<file path="src/rtl/mem_ctrl_pkg.sv">
// mem_ctrl_pkg: shared state encoding, access lengths and constants for mem_ctrl.
package mem_ctrl_pkg;

    typedef enum logic [2:0] {
        S_IDLE,
        S_INST_RD,
        S_DATA_RD,
        S_DATA_WR,
        S_IO_WAIT
    } state_t;

    localparam logic [2:0]  LEN_B           = 3'd1;
    localparam logic [2:0]  LEN_H           = 3'd2;
    localparam logic [2:0]  LEN_W           = 3'd4;
    localparam int          IO_ADDR_BIT_DEF = 17;
    localparam logic [31:0] ZeroWord        = 32'h0000_0000;

    // Anything other than a byte or halfword is serviced as a full word.
    function automatic logic [2:0] norm_len(input logic [2:0] len);
        return (len == LEN_B || len == LEN_H) ? len : LEN_W;
    endfunction

endpackage

</file>
<file path="src/rtl/mem_ctrl.sv">
// mem_ctrl: serves icache fetches and MEM loads/stores over the byte-wide RAM, data first.
// Define MEMCTRL_IO_STALL_EN to add io_buffer_full back-pressure on IO-region stores.
module mem_ctrl
    import mem_ctrl_pkg::*;
#(
    parameter int ADDR_WIDTH  = 32,
    parameter int IO_ADDR_BIT = IO_ADDR_BIT_DEF
) (
    input  logic                  clk,
    input  logic                  rst,
    input  logic                  inst_require_i,
    input  logic [ADDR_WIDTH-1:0] inst_addr_i,
    output logic                  inst_busy_o,
    output logic                  inst_enable_o,
    output logic [31:0]           inst_data_o,
    input  logic                  data_require_i,
    input  logic                  data_we_i,
    input  logic [ADDR_WIDTH-1:0] data_addr_i,
    input  logic [2:0]            data_len_i,
    input  logic [31:0]           data_wdata_i,
    output logic                  data_busy_o,
    output logic                  data_enable_o,
    output logic [31:0]           data_rdata_o,
`ifdef MEMCTRL_IO_STALL_EN
    input  logic                  io_buffer_full,
`endif
    input  logic [7:0]            mem_din,
    output logic [7:0]            mem_dout,
    output logic [ADDR_WIDTH-1:0] mem_a,
    output logic                  mem_wr
);

    state_t                r_state;
    logic [2:0]            r_cnt;
    logic [2:0]            r_len;
    logic [ADDR_WIDTH-1:0] r_addr;
    logic [ADDR_WIDTH-1:0] r_mem_a;
    logic [31:0]           r_wdata;
    logic [31:0]           r_buf;
    logic [31:0]           r_inst_data;
    logic [31:0]           r_data_rdata;
    logic [7:0]            r_mem_dout;
    logic                  r_busy;
    logic                  r_inst_en;
    logic                  r_data_en;
    logic                  r_mem_wr;

    logic [ADDR_WIDTH-1:0] w_addr_cur;
    logic [31:0]           w_word;
    logic [7:0]            w_wbyte;
    logic                  w_io_acc;
    logic                  w_io_cur;
    logic                  w_full;

    // r_cnt is the byte index being read back (reads) or the next byte to write (stores).
    assign w_addr_cur = r_addr + ADDR_WIDTH'(r_cnt);
    assign w_word     = r_buf | (32'(mem_din) << {r_cnt[1:0], 3'b000});
    assign w_wbyte    = 8'(r_wdata >> {r_cnt[1:0], 3'b000});

`ifdef MEMCTRL_IO_STALL_EN
    assign w_io_acc = data_addr_i[IO_ADDR_BIT];
    assign w_io_cur = r_addr[IO_ADDR_BIT];
    assign w_full   = io_buffer_full;
`else
    assign w_io_acc = 1'b0;
    assign w_io_cur = 1'b0;
    assign w_full   = 1'b0;
`endif

    assign inst_busy_o   = r_busy;
    assign data_busy_o   = r_busy;
    assign inst_enable_o = r_inst_en;
    assign data_enable_o = r_data_en;
    assign inst_data_o   = r_inst_data;
    assign data_rdata_o  = r_data_rdata;
    assign mem_dout      = r_mem_dout;
    assign mem_a         = r_mem_a;
    assign mem_wr        = r_mem_wr;

    // Arbitration plus byte sequencing; one counter walks every transfer.
    always_ff @(posedge clk) begin
        if (!rst) begin
            r_state      <= S_IDLE;
            r_cnt        <= '0;
            r_len        <= '0;
            r_addr       <= '0;
            r_mem_a      <= '0;
            r_wdata      <= ZeroWord;
            r_buf        <= ZeroWord;
            r_inst_data  <= ZeroWord;
            r_data_rdata <= ZeroWord;
            r_mem_dout   <= '0;
            r_busy       <= 1'b0;
            r_inst_en    <= 1'b0;
            r_data_en    <= 1'b0;
            r_mem_wr     <= 1'b0;
        end else begin
            r_inst_en <= 1'b0;
            r_data_en <= 1'b0;
            case (r_state)
                S_IDLE: begin
                    r_cnt <= '0;
                    r_buf <= ZeroWord;
                    if (data_require_i) begin
                        r_addr  <= data_addr_i;
                        r_len   <= norm_len(data_len_i);
                        r_wdata <= data_wdata_i;
                        r_mem_a <= data_addr_i;
                        r_busy  <= 1'b1;
                        if (!data_we_i) begin
                            r_state <= S_DATA_RD;
                        end else if (w_io_acc && w_full) begin
                            r_state <= S_IO_WAIT;
                        end else begin
                            r_mem_dout <= data_wdata_i[7:0];
                            r_mem_wr   <= 1'b1;
                            r_cnt      <= 3'd1;
                            r_state    <= S_DATA_WR;
                        end
                    end else if (inst_require_i) begin
                        r_addr  <= inst_addr_i;
                        r_len   <= LEN_W;
                        r_mem_a <= inst_addr_i;
                        r_busy  <= 1'b1;
                        r_state <= S_INST_RD;
                    end
                end
                S_INST_RD, S_DATA_RD: begin
                    r_buf <= w_word;
                    if (r_cnt == r_len - 3'd1) begin
                        r_busy  <= 1'b0;
                        r_state <= S_IDLE;
                        if (r_state == S_INST_RD) begin
                            r_inst_data <= w_word;
                            r_inst_en   <= 1'b1;
                        end else begin
                            r_data_rdata <= w_word;
                            r_data_en    <= 1'b1;
                        end
                    end else begin
                        r_mem_a <= w_addr_cur + ADDR_WIDTH'(1);
                        r_cnt   <= r_cnt + 3'd1;
                    end
                end
                S_DATA_WR: begin
                    if (r_cnt == r_len) begin
                        r_mem_wr  <= 1'b0;
                        r_data_en <= 1'b1;
                        r_busy    <= 1'b0;
                        r_state   <= S_IDLE;
                    end else if (w_io_cur) begin
                        r_mem_wr <= 1'b0;
                        r_state  <= S_IO_WAIT;
                    end else begin
                        r_mem_a    <= w_addr_cur;
                        r_mem_dout <= w_wbyte;
                        r_cnt      <= r_cnt + 3'd1;
                    end
                end
                S_IO_WAIT: begin
                    if (!w_full) begin
                        r_mem_a    <= w_addr_cur;
                        r_mem_dout <= w_wbyte;
                        r_mem_wr   <= 1'b1;
                        r_cnt      <= r_cnt + 3'd1;
                        r_state    <= S_DATA_WR;
                    end
                end
                default: r_state <= S_IDLE;
            endcase
        end
    end

    // Flag unsupported byte counts at acceptance and an IO bit outside the address bus.
    always_ff @(posedge clk) begin
        if (rst) begin
            assert (IO_ADDR_BIT < ADDR_WIDTH);
            if (r_state == S_IDLE && data_require_i)
                assert (data_len_i inside {LEN_B, LEN_H, LEN_W});
        end
    end

endmodule

</file>
<file path="config.mk">
export PLATFORM = sky130hd
export DESIGN_NAME = mem_ctrl
export DESIGN_NICKNAME = d
export VERILOG_FILES = /design/src/rtl/mem_ctrl_pkg.sv /design/src/rtl/mem_ctrl.sv
export SDC_FILE = /design/constraint.sdc
export NUM_CORES = 1
export LEC_CHECK = 0
export CAP_MARGIN = 20
export CELL_PAD_IN_SITES_DETAIL_PLACEMENT = 1
export CELL_PAD_IN_SITES_GLOBAL_PLACEMENT = 2
export CORE_UTILIZATION = 27
export CTS_CLUSTER_DIAMETER = 30
export CTS_CLUSTER_SIZE = 8
export DETAILED_ROUTE_END_ITERATION = 12
export PLACE_DENSITY_LB_ADDON = 0.1
export RECOVER_POWER = 100
export SLEW_MARGIN = 10
export SYNTH_ARGS = -nofsm -noshare
export SYNTH_HDL_FRONTEND = slang
export SYNTH_SLANG_ARGS = --single-unit
</file>
<file path="constraint.sdc">
create_clock -name clk -period 4.1 [get_ports clk]
set_input_delay 1.23 -clock clk [delete_from_list [all_inputs] [get_ports clk]]
set_output_delay 1.23 -clock clk [all_outputs]
set_load 0.01 [all_outputs]
</file>
==> summary.md, run 1 <==
| Metric | Value |
|---|---|
| RR Startpoint | `r_cnt[0]$_SDFFE_PN0P_` |
| Hold Startpoint | `mem_a[3]$_SDFFE_PN0P_` |
| Final setup fails | `0` |
| Num CTS Buffers | `56` |
| Worst-path fanout max | `5` |
| Hold Violations, Final | `0` |
| Ys flop type | `dfxtp_1` |
| Initial antenna violation count | `0` |
| Pwr/cell area | `677 nW/um^2` |
| Core area | `37800 um^2` |
| Hold buffer count at CTS | `0` |
| Routed wire per std cell | `19.2 um` |
| Worst Reg-to-Reg Cells | `13` |
| Clock transition at path regs | `40 ps` |
| Min Tclk post-route | `3950 ps` |
| Vias/cell | `4.99` |
| Final Hold Slack | `451 ps` |
| Vias in the first global route | `~10000` |
| FF+latch count, synth | `around 210` |
| Max VDD drop | `roughly 410 uV` |
| Via count | `between 10000 and 15000` |
| Nets | `roughly 1600` |
| R2R Setup Slk | `150 ps` |
| Die span in x | `198 um` |
| DIE HEIGHT | `approximately 200 um` |
| Clk Latency, worst-skew pair | `around 600 ps` |
| Place WS | `between 100 and 150 ps` |
| FMAX | `0.253 GHz` |
| Post-synth design cell area | `about 10000 um^2` |
| Clock buffer depth | `3` |
| Setup TNS | `0 ps` |
| Cell variety after synth | `78` |
| CTS tree | `yes` |
| Site Rows | `roughly 70` |
| Worst Tran Pin Value | `2000 ps` |
| Final clock skew | `about 32 ps` |
| Register area share after synthesis | `40.8%` |
| Rel. slew slack | `-33.5%` |
| Yosys warning count | `0` |
| First-pass GRT wire length | `between 60000 and 70000 um` |
| Crit Path Category | `flop to flop` |
| Max-Cap Viols | `4` |
| Antenna fix cells | `0` |
| Syn Area/Cell | `between 8 and 9 um^2` |
| Worst reg2reg endpoint | `mem_a[27]$_SDFFE_PN0P_` |
| Post-Route WL | `39200 um` |
| Final worst slack | `145 ps` |
| Root Buffer Master | `clkbuf_16` |
| Violated checks | `capacitance limit, slew limit` |
| Multi-input logic area | `5750 um^2` |
| Design area | `15300 um^2` |
| Largest net degree at the start of global routing | `89` |
| Post-DP HPWL | `27600 um` |
| EDFF count, synth | `0` |
| Worst setup EP type | `flop` |
| Sink Count | `approximately 210` |
| Die ar. | `around 40000 um^2` |
| Area Growth Syn to Fin | `47.2%` |
| Pleak | `around 5.8 nW` |
| Initial drt markers | `437` |
| Crit path DAT | `4410 ps` |
| Buffers on Ports | `220` |
| Layout Cells excl Fill | `between 2000 and 2500` |
| Placed cell area | `~13000 um^2` |
| Residual DRC count | `0` |
| Fin crit share | `96.5%` |
| Layout cell share with drive strength beyond 1 | `12.0%` |
| Asr flop ratio synth | `0%` |
| H-tree depth | `2` |
| Startpoint Class | `flop` |
| Pre-antenna DRT Iters | `6` |
| FF/Latch Area | `4250 um^2` |
| Worst Hold Class | `flop to flop` |
| Mapped Cells | `1259` |
| WP data required | `4550 ps` |
| Hold path depth | `2` |
| GRT overflow | `0` |
| GPL Wtd Cong | `0.835` |
| All-Layer GR Usage | `19.9%` |
| Max Transition Viols Final | `142` |
| Synth Net Count | `1382` |
| I/O Pins | `221` |
| Status | `finished, violations left` |
| Hold endpoint | `mem_a[3]$_SDFFE_PN0P_` |
| Initial core utilization | `27.5%` |
| Detail Route Antenna Nets | `0` |
| DP Cell Count | `1928` |
| Filler cells | `4345` |
## Yosys cell counts (4+ instances only)
master,n,area [um^2]
a211oi_1,116,871
a21o_1,6,45.0
a21oi_1,148,741
a31oi_1,8,50.1
and2_1,6,37.5
and3_1,11,68.8
buf_1,11,41.3
buf_2,5,25.0
clkbuf_1,74,278
clkbuf_2,9,45.0
dfxtp_1,212,4240
ha_1,10,125
inv_1,22,82.6
mux2i_1,43,430
mux4_2,8,180
nand2_1,118,443
nand2b_1,5,31.3
nand3_1,27,135
nand4_1,10,62.6
nor2_1,197,739
nor2b_1,6,37.5
nor3_1,19,95.1
nor4_1,6,37.5
o211a_1,6,60.1
o211ai_1,15,113
o21ai_0,24,120
o221a_2,4,45.0
or2_2,4,25.0
or3_1,6,37.5
xnor2_1,30,263
xor2_1,17,149
## critical path, cell delays in order (launching register included)
cell	delay, ps
dfxtp_2	350
ha_4	150
inv_1	60
fa_2	410
nand2b_4	190
a2111oi_4	400
buf_4	190
and3_4	180
xnor2_2	90
a2111o_1	460
or4_4	540
or4_4	530
a31oi_1	190
o31ai_1	100
## worst max-delay path by stage
stage | start | endpoint | depth (start not counted)
after detailed placement | r_cnt[2]$_SDFFE_PN0P_ | mem_a[27]$_SDFFE_PN0P_ | 10
after global placement | r_cnt[0]$_SDFFE_PN0P_ | mem_a[27]$_SDFFE_PN0P_ | 13
after floorplan | r_cnt[1]$_SDFFE_PN0P_ | mem_a[27]$_SDFFE_PN0P_ | 13
after CTS | r_cnt[2]$_SDFFE_PN0P_ | mem_a[27]$_SDFFE_PN0P_ | 10
final | r_cnt[0]$_SDFFE_PN0P_ | mem_a[27]$_SDFFE_PN0P_ | 13
after global routing | r_cnt[0]$_SDFFE_PN0P_ | mem_a[27]$_SDFFE_PN0P_ | 13
## placed cells by master, fill, tap and decap left out, types with 13 or more instances in the layout
cell,count
nor3_1,18
nor2_1,195
inv_1,21
dlygate4sd3_1,110
a21oi_1,147
clkdlybuf4s50_1,109
mux2i_1,43
o21ai_0,26
o211ai_1,15
clkbuf_16,56
nand2_1,118
xnor2_1,29
xor2_1,17
nand3_1,26
clkbuf_8,14
dfxtp_1,210
clkbuf_1,13
a211oi_1,116
buf_4,36
## cell type report
cell class / instances / area share [%]
clock buffers: 79 / 10.6
flip-flops and latches: 212 / 27.7
repair buffers: 264 / 16.5
clock inverters: 25 / 2.77
multi-input cells: 923 / 37.6
well taps: 511 / 4.18
inverters: 23 / 0.564
## layer usage
| metal | share of wire (%) | wire length [um] | GRT usage, % | up-vias |
|---|---|---|---|---|
| met2 | 48 | 19000 | 33.9 | 198 |
| met4 | 2.1 | 831 | 7.09 | 0 |
| met3 | 5.0 | 1960 | 4.51 | 61 |
| li1 | - | - | - | 4981 |
| met5 | 0 | 0 | 0 | - |
| met1 | 44 | 17400 | 24.5 | 4918 |
## logic make-up (layout without fill, tap and decap cells)
group | count (synthesis) | in the layout | synth area share (%)
DFF | 212 | 212 | 40.8
AOI/OAI and AO/OA | 375 | 375 | 24.1
and+or+nand+nor | 439 | 439 | 19.1
adders and majority gates | 11 | 11 | 1.40
xor gates and xnor gates | 47 | 47 | 3.96
muxes | 51 | 51 | 5.87
buffers and inverters | 124 | 391 | 4.72
## sequential cells by signal (all words and copies together), names as in the netlist
name,flops
data_busy_o,1
data_enable_o,1
data_rdata_o,32
r_buf,32
mem_dout,8
inst_enable_o,1
r_addr,32
r_state,2
mem_a,32
r_wdata,32
r_cnt,3
mem_wr,1
r_len,3
inst_data_o,32
## power breakdown
group / switching, W / internal (W) / total, W
logic: 0.00178 / 0.00115 / 0.00293
registers: 0.000337 / 0.00243 / 0.00277
clock network: 0.00136 / 0.00331 / 0.00467
total: 0.00348 / 0.00689 / 0.0104
## per-stage QoR
stage	power, W	util, %
final	0.0104	40.5
after global routing	0.0109	40.5
after CTS	0.0106	40.4
after detailed placement	0.00583	35.0
after global placement	0.00580	35.0
after floorplan	0.00454	-
## what timing repair did
item	in CTS	in global routing
resized for setup	0	13
buffers inserted	0	5
endpoints found under the setup margin	0	2
Power figures use the tool's default switching activity.
==> run 2: changes to the inputs <==
--- a/config.mk
+++ b/config.mk
@@ -5,6 +5,7 @@
 export SDC_FILE = /design/constraint.sdc
 export NUM_CORES = 1
 export LEC_CHECK = 0
+export ABC_CLOCK_PERIOD_IN_PS = 4100
 export CAP_MARGIN = 20
 export CELL_PAD_IN_SITES_DETAIL_PLACEMENT = 1
 export CELL_PAD_IN_SITES_GLOBAL_PLACEMENT = 2
==> results of run 2 <==
Final layout, timing and power as in run 1 (identical DEF).
==> run 3: changes to the inputs <==
--- a/config.mk
+++ b/config.mk
@@ -9,6 +9,7 @@
 export CAP_MARGIN = 20
 export CELL_PAD_IN_SITES_DETAIL_PLACEMENT = 1
 export CELL_PAD_IN_SITES_GLOBAL_PLACEMENT = 2
+export CORE_MARGIN = 2
 export CORE_UTILIZATION = 27
 export CTS_CLUSTER_DIAMETER = 30
 export CTS_CLUSTER_SIZE = 8
==> run 3 against run 2 <==
  * The flow still finishes with violations (capacitance limit, slew limit)
  * Clock power up 17%
  * Die area grew 2.0%
  * Final cell count rose by 0.39%
  * Via count increased by 1.1%
  * Highest routed layer unchanged
==> summary.md, run 3 (synthesis results as in run 1) <==
| Metric | Value |
|---|---|
| Status | `finished, violations left` |
| Violated checks | `capacitance limit, slew limit` |
| Max-Cap Viols | `2` |
| Crit Path Category | `flop to flop` |
| Post-DP HPWL | `28000 um` |
| Worst reg2reg endpoint | `mem_a[28]$_SDFFE_PN0P_` |
| CTS tree | `yes` |
| Nets | `1607` |
| Hold path depth | `2` |
| Final clock skew | `25.3 ps` |
| Clock buffer depth | `3` |
| Core area | `between 30000 and 40000 um^2` |
| Hold Startpoint | `mem_a[6]$_SDFFE_PN0P_` |
| Worst Tran Pin Value | `1740 ps` |
| Min Tclk post-route | `slightly below 4000 ps` |
| Vias in the first global route | `about 11000` |
| Grt met3 use | `4.38%` |
| M2 GR Usage | `between 30% and 40%` |
| Clk pwr share | `48.8%` |
| Worst setup EP type | `flop` |
| DP Cell Count | `1929` |
| Clock transition at path regs | `40 ps` |
| All-Layer GR Usage | `20.0%` |
| Worst Reg-to-Reg Cells | `14` |
| Initial drt markers | `397` |
| Detail Route Antenna Nets | `0` |
| Crit path DAT | `4440 ps` |
| Hold endpoint | `mem_a[6]$_SDFFE_PN0P_` |
| RR Startpoint | `r_addr[0]$_SDFFE_PN0P_` |
| Clk Latency, worst-skew pair | `610 ps` |
| Routed wire per std cell | `19.7 um` |
| Root Buffer Master | `clkbuf_16` |
| Most common cell after layout, fill and taps aside | `dfxtp_1` |
| Combinational Power Share | `26.3%` |
| Switching power share of the total | `32.0%` |
| Initial antenna violation count | `0` |
| GPL Wtd Cong | `0.843` |
| DIE HEIGHT | `200 um` |
| H-tree depth | `2` |
| FMAX | `around 0.25 GHz` |
| Net Switching | `0.00357 W` |
| Largest net degree at the start of global routing | `around 110` |
| Final Hold Slack | `452 ps` |
| Placed cell area | `roughly 13000 um^2` |
| FF/Latch Area | `~4200 um^2` |
| GRT overflow | `0` |
| Site Rows | `71` |
| Max Transition Viols Final | `26` |
| Die span in x | `200 um` |
| Buffers on Ports | `220` |
| Setup TNS | `0 ps` |
| Sequential share of power | `24.9%` |
| WP data required | `4610 ps` |
| Worst Hold Class | `flop to flop` |
| Design area | `15600 um^2` |
| Max VDD drop | `390 uV` |
| Sink Count | `approximately 210` |
| Rel. slew slack | `-16.4%` |
| I/O Pins | `221` |
| Worst-path fanout max | `5` |
| Die ar. | `40100 um^2` |
| Area Growth Syn to Fin | `50.3%` |
| Post-Route WL | `40200 um` |
| Multi-input logic area | `around 5700 um^2` |
| R2R Setup Slk | `170 ps` |
| Place WS | `85.6 ps` |
| Most used routing layer | `met2` |
| Pwr/cell area | `slightly above 700 nW/um^2` |
| Internal power | `0.00759 W` |
| Final worst slack | `170 ps` |
| Pre-antenna DRT Iters | `4` |
| Vias/cell | `5.02` |
| Filler cells | `roughly 4300` |
| Layout cell share with drive strength beyond 1 | `12.6%` |
| Via count | `10300` |
| Num CTS Buffers | `between 60 and 70` |
| Pleak | `around 6 nW` |
| Fin crit share | `95.9%` |
| Most frequent cells in the layout | `dfxtp_1 (210), nor2_1 (194), a21oi_1 (147)` |
| Initial core utilization | `27.5%` |
| Layout Cells excl Fill | `2045` |
| Startpoint Class | `flop` |
| Final setup fails | `0` |
| Hold Violations, Final | `0` |
| Residual DRC count | `0` |
| Antenna fix cells | `0` |
| Hold buffer count at CTS | `0` |
| GR Util met1 | `24.8%` |
| First-pass GRT wire length | `between 60000 and 70000 um` |
[run 3: cell count changes in the layout (fill, tap and decap cells not counted), sizes merged]
cell,change
buf,-2
bufinv,+8
clkbuf,+2
clkdlybuf4s50,-1
clkinv,+1
clkinvlp,-1
dlygate4sd3,+1
[run 3: cell type report]
type	instances	area share, %
Sequential cell	212	27.2
Clock inverter	33	4.19
Inverter	23	0.552
Timing Repair Buffer	263	16.2
Clock buffer	80	11.1
Tap cell	511	4.09
Multi-Input combinational cell	923	36.7
[run 3: metal layers]
metal	wire length [um]	up-vias
met5	0	-
met1	18000	5037
met4	656	0
met3	1890	48
li1	-	4989
met2	19700	194
[run 3: how the worst max path moves through the flow]
stage                      startpoint                     end  slack, ps  depth (start not counted)
6_report       r_addr[0]$_SDFFE_PN0P_  mem_a[28]$_SDFFE_PN0P_        170                         14
5_1_grt        r_addr[0]$_SDFFE_PN0P_  mem_a[28]$_SDFFE_PN0P_         -7                         14
2_1_floorplan   r_cnt[1]$_SDFFE_PN0P_  mem_a[27]$_SDFFE_PN0P_         60                         13
3_3_place_gp    r_cnt[0]$_SDFFE_PN0P_  mem_a[27]$_SDFFE_PN0P_        190                         13
3_5_place_dp    r_cnt[2]$_SDFFE_PN0P_  mem_a[27]$_SDFFE_PN0P_         90                         10
4_1_cts         r_cnt[2]$_SDFFE_PN0P_  mem_a[27]$_SDFFE_PN0P_         40                         10
[run 3: worst max-delay path, cell delays in order, from the launching register on]
cell	delay [ps]
dfxtp_2	340
ha_4	150
inv_1	60
fa_2	410
nand2b_4	200
a2111oi_4	380
buf_4	180
and3_4	180
xnor2_2	90
a2111o_1	430
buf_4	170
or4_4	550
o31a_1	260
or3_1	300
a31oi_1	160
[run 3: repair_timing]
| action | 4_1_cts | 5_1_grt |
|---|---|---|
| gates resized for setup | 0 | 12 |
| endpoints found under the setup margin | 0 | 3 |
| setup buffers | 0 | 3 |
[run 3: power by group through the flow]
stage / Clock [W] / Combinational, W / Sequential, W
finish: 0.00545 / 0.00294 / 0.00278
global route: 0.00567 / 0.00328 / 0.00283
CTS: 0.00555 / 0.00305 / 0.00278
detailed placement: 0 / 0.00303 / 0.00281
global placement: 0 / 0.00301 / 0.00280
floorplan: 0 / 0.00180 / 0.00274
[run 3: per-stage QoR]
| step | power [W] | util (%) |
|---|---|---|
| 6_report | 0.0112 | 41.4 |
| 2_1_floorplan | 0.00454 | - |
| 3_3_place_gp | 0.00581 | 35.0 |
| 4_1_cts | 0.0114 | 41.3 |
| 3_5_place_dp | 0.00584 | 35.0 |
| 5_1_grt | 0.0118 | 41.4 |
